==> config.mk <==
export PLATFORM = sky130hd
export DESIGN_NAME = handshake_rr_arb_mux
export DESIGN_NICKNAME = d
export VERILOG_FILES = /design/src/rtl/handshake_pkg.sv /design/src/rtl/handshake_rr_pick.sv /design/src/rtl/handshake_rr_arb_mux.sv
export SDC_FILE = /design/constraint.sdc
export NUM_CORES = 1
export LEC_CHECK = 0
export ABC_AREA = 0
export CORE_ASPECT_RATIO = 0.6
export CORE_UTILIZATION = 45
export CTS_CLUSTER_SIZE = 8
export DETAILED_ROUTE_END_ITERATION = 8
export DONT_BUFFER_PORTS = 1
export HOLD_SLACK_MARGIN = 0.08
export PLACE_DENSITY = 0.7
export SYNTH_ARGS = -nofsm -noshare
export SYNTH_HDL_FRONTEND = slang
export SYNTH_SLANG_ARGS = --single-unit
==> constraint.sdc <==
create_clock -name clk -period 12.3 [get_ports clk]
set_input_delay 3.69 -clock clk [delete_from_list [all_inputs] [get_ports clk]]
set_output_delay 3.69 -clock clk [all_outputs]
set_load 0.01 [all_outputs]
==> src/rtl/handshake_pkg.sv <==
// Shared definitions for the handshake fabric arbiters.
// Latency: n/a (types and constant functions only).
// Backpressure: n/a.
package handshake_pkg;

   // Index/pointer width rule: a single requester still gets a 1-bit index.
   function automatic int idx_width(input int n);
      return (n > 1) ? $clog2(n) : 1;
   endfunction

   // Wide enough to hold any round-robin pointer or rotated distance
   // for up to 64 requesters (values 0..127), so no arithmetic wraps early.
   typedef logic [6:0] rr_ptr_t;

endpackage

==> src/rtl/handshake_rr_pick.sv <==
// Rotate-priority picker: first asserted req at or after ptr, wrapping at N-1.
// Latency: purely combinational.
// Backpressure: none; the caller decides whether the grant is used.
//
// Ports:
//   req   - request vector, one bit per requester
//   ptr   - highest-priority index this cycle (must be < N)
//   grant - index of the winning requester (0 when nothing requests)
//   any   - at least one request is asserted
module handshake_rr_pick
   import handshake_pkg::*;
#(
   parameter int N     = 4,
   parameter int IDX_W = idx_width(N)
) (
   input  logic [N-1:0]     req,
   input  logic [IDX_W-1:0] ptr,
   output logic [IDX_W-1:0] grant,
   output logic             any
);

   // Each requester's distance from ptr going upward with explicit wrap;
   // the smallest distance among asserted requests wins. This avoids
   // modulo-2^k wrap so non-power-of-2 N rotates correctly.
   always_comb begin
      int      p;
      rr_ptr_t d;
      rr_ptr_t best_d;
      grant  = '0;
      best_d = '1;
      d      = '0;
      p      = int'(ptr);
      for (int i = 0; i < N; i++) begin
         d = (i >= p) ? rr_ptr_t'(i - p) : rr_ptr_t'(i + N - p);
         if (req[i] && (d < best_d)) begin
            best_d = d;
            grant  = IDX_W'(i);
         end
      end
   end

   assign any = |req;

endmodule

==> src/rtl/handshake_rr_arb_mux.sv <==
// Round-robin N:1 arbiter with a registered output word (data + source index).
// Latency: 1 cycle from input handshake to out_valid; one transfer per cycle.
// Backpressure: out_ready low holds the output and drops every in_ready.
//
// Ports:
//   clk, rst_n            - clock, async active-low reset
//   in_valid/in_ready     - per-requester handshake; in_ready is one-hot or zero
//   in_data               - per-requester data, packed array
//   out_valid/out_ready   - registered downstream handshake
//   out_data, out_idx     - registered data and index of the granted requester
//   stall_cnt             - only with HANDSHAKE_RR_ARB_STALL_CNT_EN: saturating
//                           count of cycles with out_valid && !out_ready
module handshake_rr_arb_mux
   import handshake_pkg::*;
#(
   parameter  int NUM_INPUTS = 4,
   parameter  int WIDTH      = 32,
   localparam int IDX_WIDTH  = idx_width(NUM_INPUTS)
) (
   input  logic                             clk,
   input  logic                             rst_n,
   input  logic [NUM_INPUTS-1:0]            in_valid,
   output logic [NUM_INPUTS-1:0]            in_ready,
   input  logic [NUM_INPUTS-1:0][WIDTH-1:0] in_data,
   output logic                             out_valid,
   input  logic                             out_ready,
   output logic [WIDTH-1:0]                 out_data,
   output logic [IDX_WIDTH-1:0]             out_idx
`ifdef HANDSHAKE_RR_ARB_STALL_CNT_EN
   ,
   output logic [31:0]                      stall_cnt
`endif
);

   logic                 out_valid_q, out_valid_d;
   logic [WIDTH-1:0]     out_data_q,  out_data_d;
   logic [IDX_WIDTH-1:0] out_idx_q,   out_idx_d;
   logic [IDX_WIDTH-1:0] ptr_q,       ptr_d;

   logic [IDX_WIDTH-1:0] grant;
   logic                 any_req;
   logic                 load;

   handshake_rr_pick #(
      .N     (NUM_INPUTS),
      .IDX_W (IDX_WIDTH)
   ) u_pick (
      .req   (in_valid),
      .ptr   (ptr_q),
      .grant (grant),
      .any   (any_req)
   );

   // rst_n gates load so nothing is consumed while reset is held, even
   // though the registers are already empty then.
   assign load = rst_n && any_req && (!out_valid_q || out_ready);

   always_comb begin
      in_ready = '0;
      if (load) begin
         in_ready[grant] = 1'b1;
      end
   end

   always_comb begin
      out_valid_d = out_valid_q;
      out_data_d  = out_data_q;
      out_idx_d   = out_idx_q;
      ptr_d       = ptr_q;
      if (load) begin
         out_valid_d = 1'b1;
         out_data_d  = in_data[grant];
         out_idx_d   = grant;
         ptr_d       = (grant == IDX_WIDTH'(NUM_INPUTS - 1)) ? '0 : grant + IDX_WIDTH'(1);
      end else if (out_ready) begin
         // Drained with nothing to refill; data/idx keep their last values.
         out_valid_d = 1'b0;
      end
   end

   always_ff @(posedge clk or negedge rst_n) begin
      if (!rst_n) begin
         out_valid_q <= 1'b0;
         out_data_q  <= '0;
         out_idx_q   <= '0;
         ptr_q       <= '0;
      end else begin
         out_valid_q <= out_valid_d;
         out_data_q  <= out_data_d;
         out_idx_q   <= out_idx_d;
         ptr_q       <= ptr_d;
      end
   end

   assign out_valid = out_valid_q;
   assign out_data  = out_data_q;
   assign out_idx   = out_idx_q;

`ifdef HANDSHAKE_RR_ARB_STALL_CNT_EN
   logic [31:0] stall_cnt_q, stall_cnt_d;

   always_comb begin
      stall_cnt_d = stall_cnt_q;
      if (out_valid_q && !out_ready && (stall_cnt_q != 32'hFFFF_FFFF)) begin
         stall_cnt_d = stall_cnt_q + 32'd1;
      end
   end

   always_ff @(posedge clk or negedge rst_n) begin
      if (!rst_n) begin
         stall_cnt_q <= '0;
      end else begin
         stall_cnt_q <= stall_cnt_d;
      end
   end

   assign stall_cnt = stall_cnt_q;
`endif

endmodule

* After elaboration in Yosys (flattened, before gate mapping)
Cells that the tools add are included.
** Word-level totals
- Bits in registers :: 37
- Bits of input ports :: 135
- Output and inout port bits :: 39
- Logic and storage cells :: 50
** Cells by class
- Add/subtract/negate cells :: 8
- $lt $le $gt $ge :: 9
- Eq/ne operators :: 1
- Muxes and demuxes :: 17
- Reduce and logical (&&, ||, !) cells :: 11
** Operator list (number)
- $bmux W32 S2 :: 1
- $mux W7 :: 6
- $mux W32 :: 1
- $lt A7 B7 Y1 :: 3
- $sub A3 B2 Y4 const A :: 3
- $logic_and A1 B1 Y1 :: 7
- $lt A7 B7 Y1 const B :: 1
- $mux W2 :: 3
- $sub A1 B2 Y3 const A :: 2
- $sub A2 B2 Y3 const A :: 2
- $ge A1 B2 Y1 const A :: 2
- $mux W1 :: 4
- $mux W4 :: 1
- $reduce_or A4 Y1 :: 1
- $lt A2 B3 Y1 const B :: 1
- $add A2 B1 Y2 const B :: 1
- $demux W1 S2 :: 1
- $eq A2 B2 Y1 const B :: 1
- $ge A2 B1 Y1 const B :: 1
- $ge A2 B2 Y1 const A :: 1
- $reduce_bool A2 Y1 :: 1
- $logic_not A1 Y1 :: 1
- $logic_or A1 B1 Y1 :: 1

* Depth between registers and ports, before layout
- Word-level depth :: 19
- Depth in mapped cells :: 26
- Depth with buffers taken out :: 24

* Cells and area by module
Synthesis repeated with hierarchy kept, for this count alone.
** Second synthesis, totals
- Cell total of the unflattened synthesis :: 179
- Area, all modules :: 2696.3 sq um
** Modules (own cells, without submodules)
- handshake_rr_arb_mux :: times used 1, cells an instance 133, area an instance 2344.7 sq um, seq. area each 925.9 sq um
- handshake_rr_pick :: times used 1, cells an instance 46, area an instance 351.6 sq um, seq. area each 0.0 sq um

* Worst setup path before layout
OpenSTA, ideal clock, no wires.
- Path type :: input to output
- From :: input in_valid[0]
- To :: output in_ready[0]
- Arrival time :: 7.822 ns
- Data required time :: 8.610 ns
- Setup slack :: 0.788 ns
- Stages on the path :: 21
- Buffers on the path :: 3
- Cell sequence :: ha_1 > nand2_1 > a21oi_1 > a2111o_1 > buf_2 > buf_2 > nand2_1 > o21ai_1 > ha_1 > o211ai_1 > o2111ai_1 > and2_4 > mux2_2 > ha_1 > nor2b_1 > nor4b_2 > buf_2 > nor2_1 > and2_1 > ha_1 > and2_1
** Between the ends
- Longest elaborated chain between the ends :: 16
- Elaborated cells between the ends (all ways) :: 22
- Classes of those cells :: order compare (5); mux (9); reduce/logical (8)
** RTL lines
- start: declaration :: line handshake_rr_arb_mux.sv:22 : input logic [NUM_INPUTS-1:0] in_valid,
- $logic_and A1 B1 Y1 :: line handshake_rr_pick.sv:35 : if (req[i] && (d < best_d)) begin
- $mux W7 :: line handshake_rr_pick.sv:35
- $lt A7 B7 Y1 :: line handshake_rr_pick.sv:35
- $logic_and A1 B1 Y1 :: line handshake_rr_pick.sv:35
- $mux W7 :: line handshake_rr_pick.sv:35
- $lt A7 B7 Y1 :: line handshake_rr_pick.sv:35
- $logic_and A1 B1 Y1 :: line handshake_rr_pick.sv:35
- $mux W7 :: line handshake_rr_pick.sv:35
- $lt A7 B7 Y1 :: line handshake_rr_pick.sv:35
- $logic_and A1 B1 Y1 :: line handshake_rr_pick.sv:35
- $mux W2 :: line handshake_rr_pick.sv:35
- $lt A2 B3 Y1 (implied by the code) / $ge A2 B1 Y1 (equally long branches) :: line handshake_rr_arb_mux.sv:61 : in_ready[grant] = 1'b1;
- $logic_and A1 B1 Y1 (implied by the code) :: line handshake_rr_arb_mux.sv:61
- $mux W1 (implied by the code) :: line handshake_rr_arb_mux.sv:61
- $demux W1 S2 :: line handshake_rr_arb_mux.sv:61
- $mux W4 (*) :: line handshake_rr_arb_mux.sv:60 : if (load) begin
- end: declaration :: line handshake_rr_arb_mux.sv:23 : output logic [NUM_INPUTS-1:0] in_ready,
Every way passes the cells marked *; elsewhere a longest branch is shown, timed or not.

* Worst setup path in the final report
- From :: input in_valid[0]
- To :: output in_ready[3]
The elaborated chain is that of the path after synthesis.

==> flow_summary.yaml <==
synthesis:
  ys_top_cells_by_area: "dfrtp_1, mux2i_1, a21oi_1"
  ys_warn_count: 0
  synthFlopType: "dfrtp_1"
  synth.most_common_cell: "dfrtp_1"
  ys_ff_latch: 37
  synth_area_leader_cell: "dfrtp_1"
  netlist_instances: 334
  yosys.cell_types.count: 45
  synth_area_mm2: 0.00283
  async_flop_share_pct: 100
  postSynthNetCount: 482
  synth_edf_count: 0
  synth_top_area_share_pct: 32.7
  synth_common_cells: "dfrtp_1, a21oi_1, nor2_1"
  yosysSeqAreaShare_pct: 32.7
  avgSynthCellArea_um2: 8.48
clocking:
  cts_setup_buffers: 0
  ctsHoldBuffers: 0
  clockRootBuffer: "clkbuf_8"
  cts_tree: "built"
  clk_path_buf_depth: 2
  clk_pin_slew_ns: 0.08
  postCtsResizedCells: 0
  htreeDepth: 2
  clock_latency_ns: 0.28
  cts_sinks: 37
  cts-buffers-inserted: 5
placement:
  gp_congestion: 0.940
  portBuffers: 0
  place_hpwl_um: 6260
routing:
  dr.pass1.iters: 4
  routedWlPerCell_um: 21.6
  antenna_left: 0
  routed_wl_um: 8700
  dr.first_iter.drc_count: 156
  route.detailed.drc: 0
  via_per_inst: 6.51
  num_vias: 2619
worst_setup_path:
  cp_cell_sequence: "ha_1 > nand2_1 > a21oi_1 > a2111o_2 > nand2_1 > o21ai_1 > ha_1 > o211ai_1 > o2111ai_1 > and2_4 > mux2_2 > ha_1 > nor2b_1 > o21bai_1 > a22oi_2 > a31oi_4 > nor2_1 > nand2_1 > ha_1 > and2_1"
  path_max_fanout: 9
  cp_data_required_time_ns: 8.61
  crit_path_frequent_cell: "ha_1"
  path_class: "in -> out"
  crit_slowest_cell: "a2111o_2"
  worstSetupStartpointType: "input port"
  arrival_ns: 7.82
  cpPeakStageDelay_ns: 0.51
  cp-end-kind: "output pin"
sta:
  worstMarginPinSlew_ns: 0.893
  fin_skew_ns: 0.00441
  rsz0062_at_grt: "false"
  clock.fmax_mhz: 86.9
  finalCriticalPeriod_ns: 11.51
  hold_violations: 0
  slew_viol_final: 0
  slew_headroom_pct: 40.5
  finalCritPeriodShare_pct: 93.6
  tns_ns: 0
  finalSetupViolCount: 0
die:
  die_area_mm2: 0.00662
  die_h_um: 63.4
  core_mm2: 0.00581
  rows: 21
  num_io_pins: 174
  die_w_um: 104
  initial_core_util_pct: 48.8
grt:
  grt_max_degree: 49
  antenna_found_initial: 0
  grt_pass1_wl_um: 13500
  grt_pass1_vias: 2526
  track_usage_pct: 26.4
  overflow: 0
worst_hold_path:
  hold_path_class: "reg -> reg"
layout:
  postLayoutCoreUtil_pct: 51.4
  n_antenna_cell: 0
  drive_gt1_share_pct: 8.07
  area_growth_pct: 5.48
  final_nets: 469
outcome:
  status: "complete, no violations"
power_and_ir_drop:
  pwr_density_cell_mw_per_mm2: 275
  leakagePower_nw: 1.30
  ir_drop_mv: 0.157
flow_run:
  drv_cap: 0
==> routing by layer <==
metal / global-route usage [%] / wire length [um]
met1: 35.4 / 3740
met2: 43.1 / 4010
met3: 5.80 / 835
met4: 6.79 / 112
met5: 0 / 0
==> flip-flops by register name (all words and copies together), names as in the netlist <==
signal and count:
out_idx 2, out_data 32, out_valid 1, ptr_q 2
==> metrics by stage <==
| stage | instances | hold WS (ns) | setup WS [ns] | instance area [um2] | total power [W] |
|---|---|---|---|---|---|
| floorplan | 334 | 0.523 | 0.788 | 2830 | 0.000591 |
| global placement | 394 | 0.561 | 0.991 | 2870 | 0.000698 |
| detailed placement | 394 | 0.557 | 0.808 | 2870 | 0.000711 |
| CTS | 402 | 0.575 | 0.805 | 2990 | 0.000822 |
| global route | 402 | 0.612 | 0.594 | 2990 | 0.000890 |
| finish | 402 | 0.570 | 0.791 | 2990 | 0.000820 |
==> logic make-up (layout without fill, tap and decap cells) <==
group | after synthesis | after routing | share of synthesized area, %
buffers and inverters | 40 | 28 | 6.01
DFF | 37 | 37 | 32.7
muxes | 26 | 26 | 9.24
and+or+nand+nor | 103 | 103 | 20.6
adders and majority gates | 13 | 13 | 5.74
AOI/OAI and AO/OA | 115 | 115 | 25.7
==> critical path: cells and delay by family <==
kind | cells | cell delay (ns)
adder cells (fa/ha/maj) | 4 | 1.13
AO/OA/AOI/OAI | 8 | 1.39
AND/OR/NAND/NOR | 7 | 1.26
multiplexers | 1 | 0.35
==> cells in the final DEF, fill, tap and decap left out, types with 10 or more instances in the layout <==
master / count
a21oi_1: 34
a31oi_1: 26
and2_1: 10
dfrtp_1: 37
ha_1: 13
inv_1: 12
mux2i_1: 25
nor2_1: 29
o21ai_0: 24
o221ai_1: 14
or3_1: 25
==> path summary, 6_finish.rpt <==
kind	slack (ns)	startpoint	to	cells after the start
worst min register to register	0.57	out_idx[1]	out_idx[1]	2
min in group asynchronous	3.10	rst_n	out_data[10]	0
max in group asynchronous	9.12	rst_n	out_data[23]	0
worst max register to register	6.92	ptr_q[1]	ptr_q[1]	24
worst min-delay path	0.57	out_idx[1]	out_idx[1]	2
worst max-delay path	0.79	in_valid[0]	in_ready[3]	20
==> where the power goes <==
part / total, W / internal (W) / switching, W
clock: 0.000110 / 0.0000661 / 0.0000435
combinational: 0.000449 / 0.000169 / 0.000281
sequential: 0.000261 / 0.000181 / 0.0000801
total: 0.000820 / 0.000416 / 0.000404
==> layout make-up <==
type	count	area, um2
Sequential cell	37	926
Clock buffer	7	86.3
Fill cell	558	2820
Inverter	14	52.6
Timing Repair Buffer	6	45.0
Tap cell	80	100
Multi-Input combinational cell	257	1750
Clock inverter	1	30.0
No activity file was read; power rests on OpenSTA's default activity.
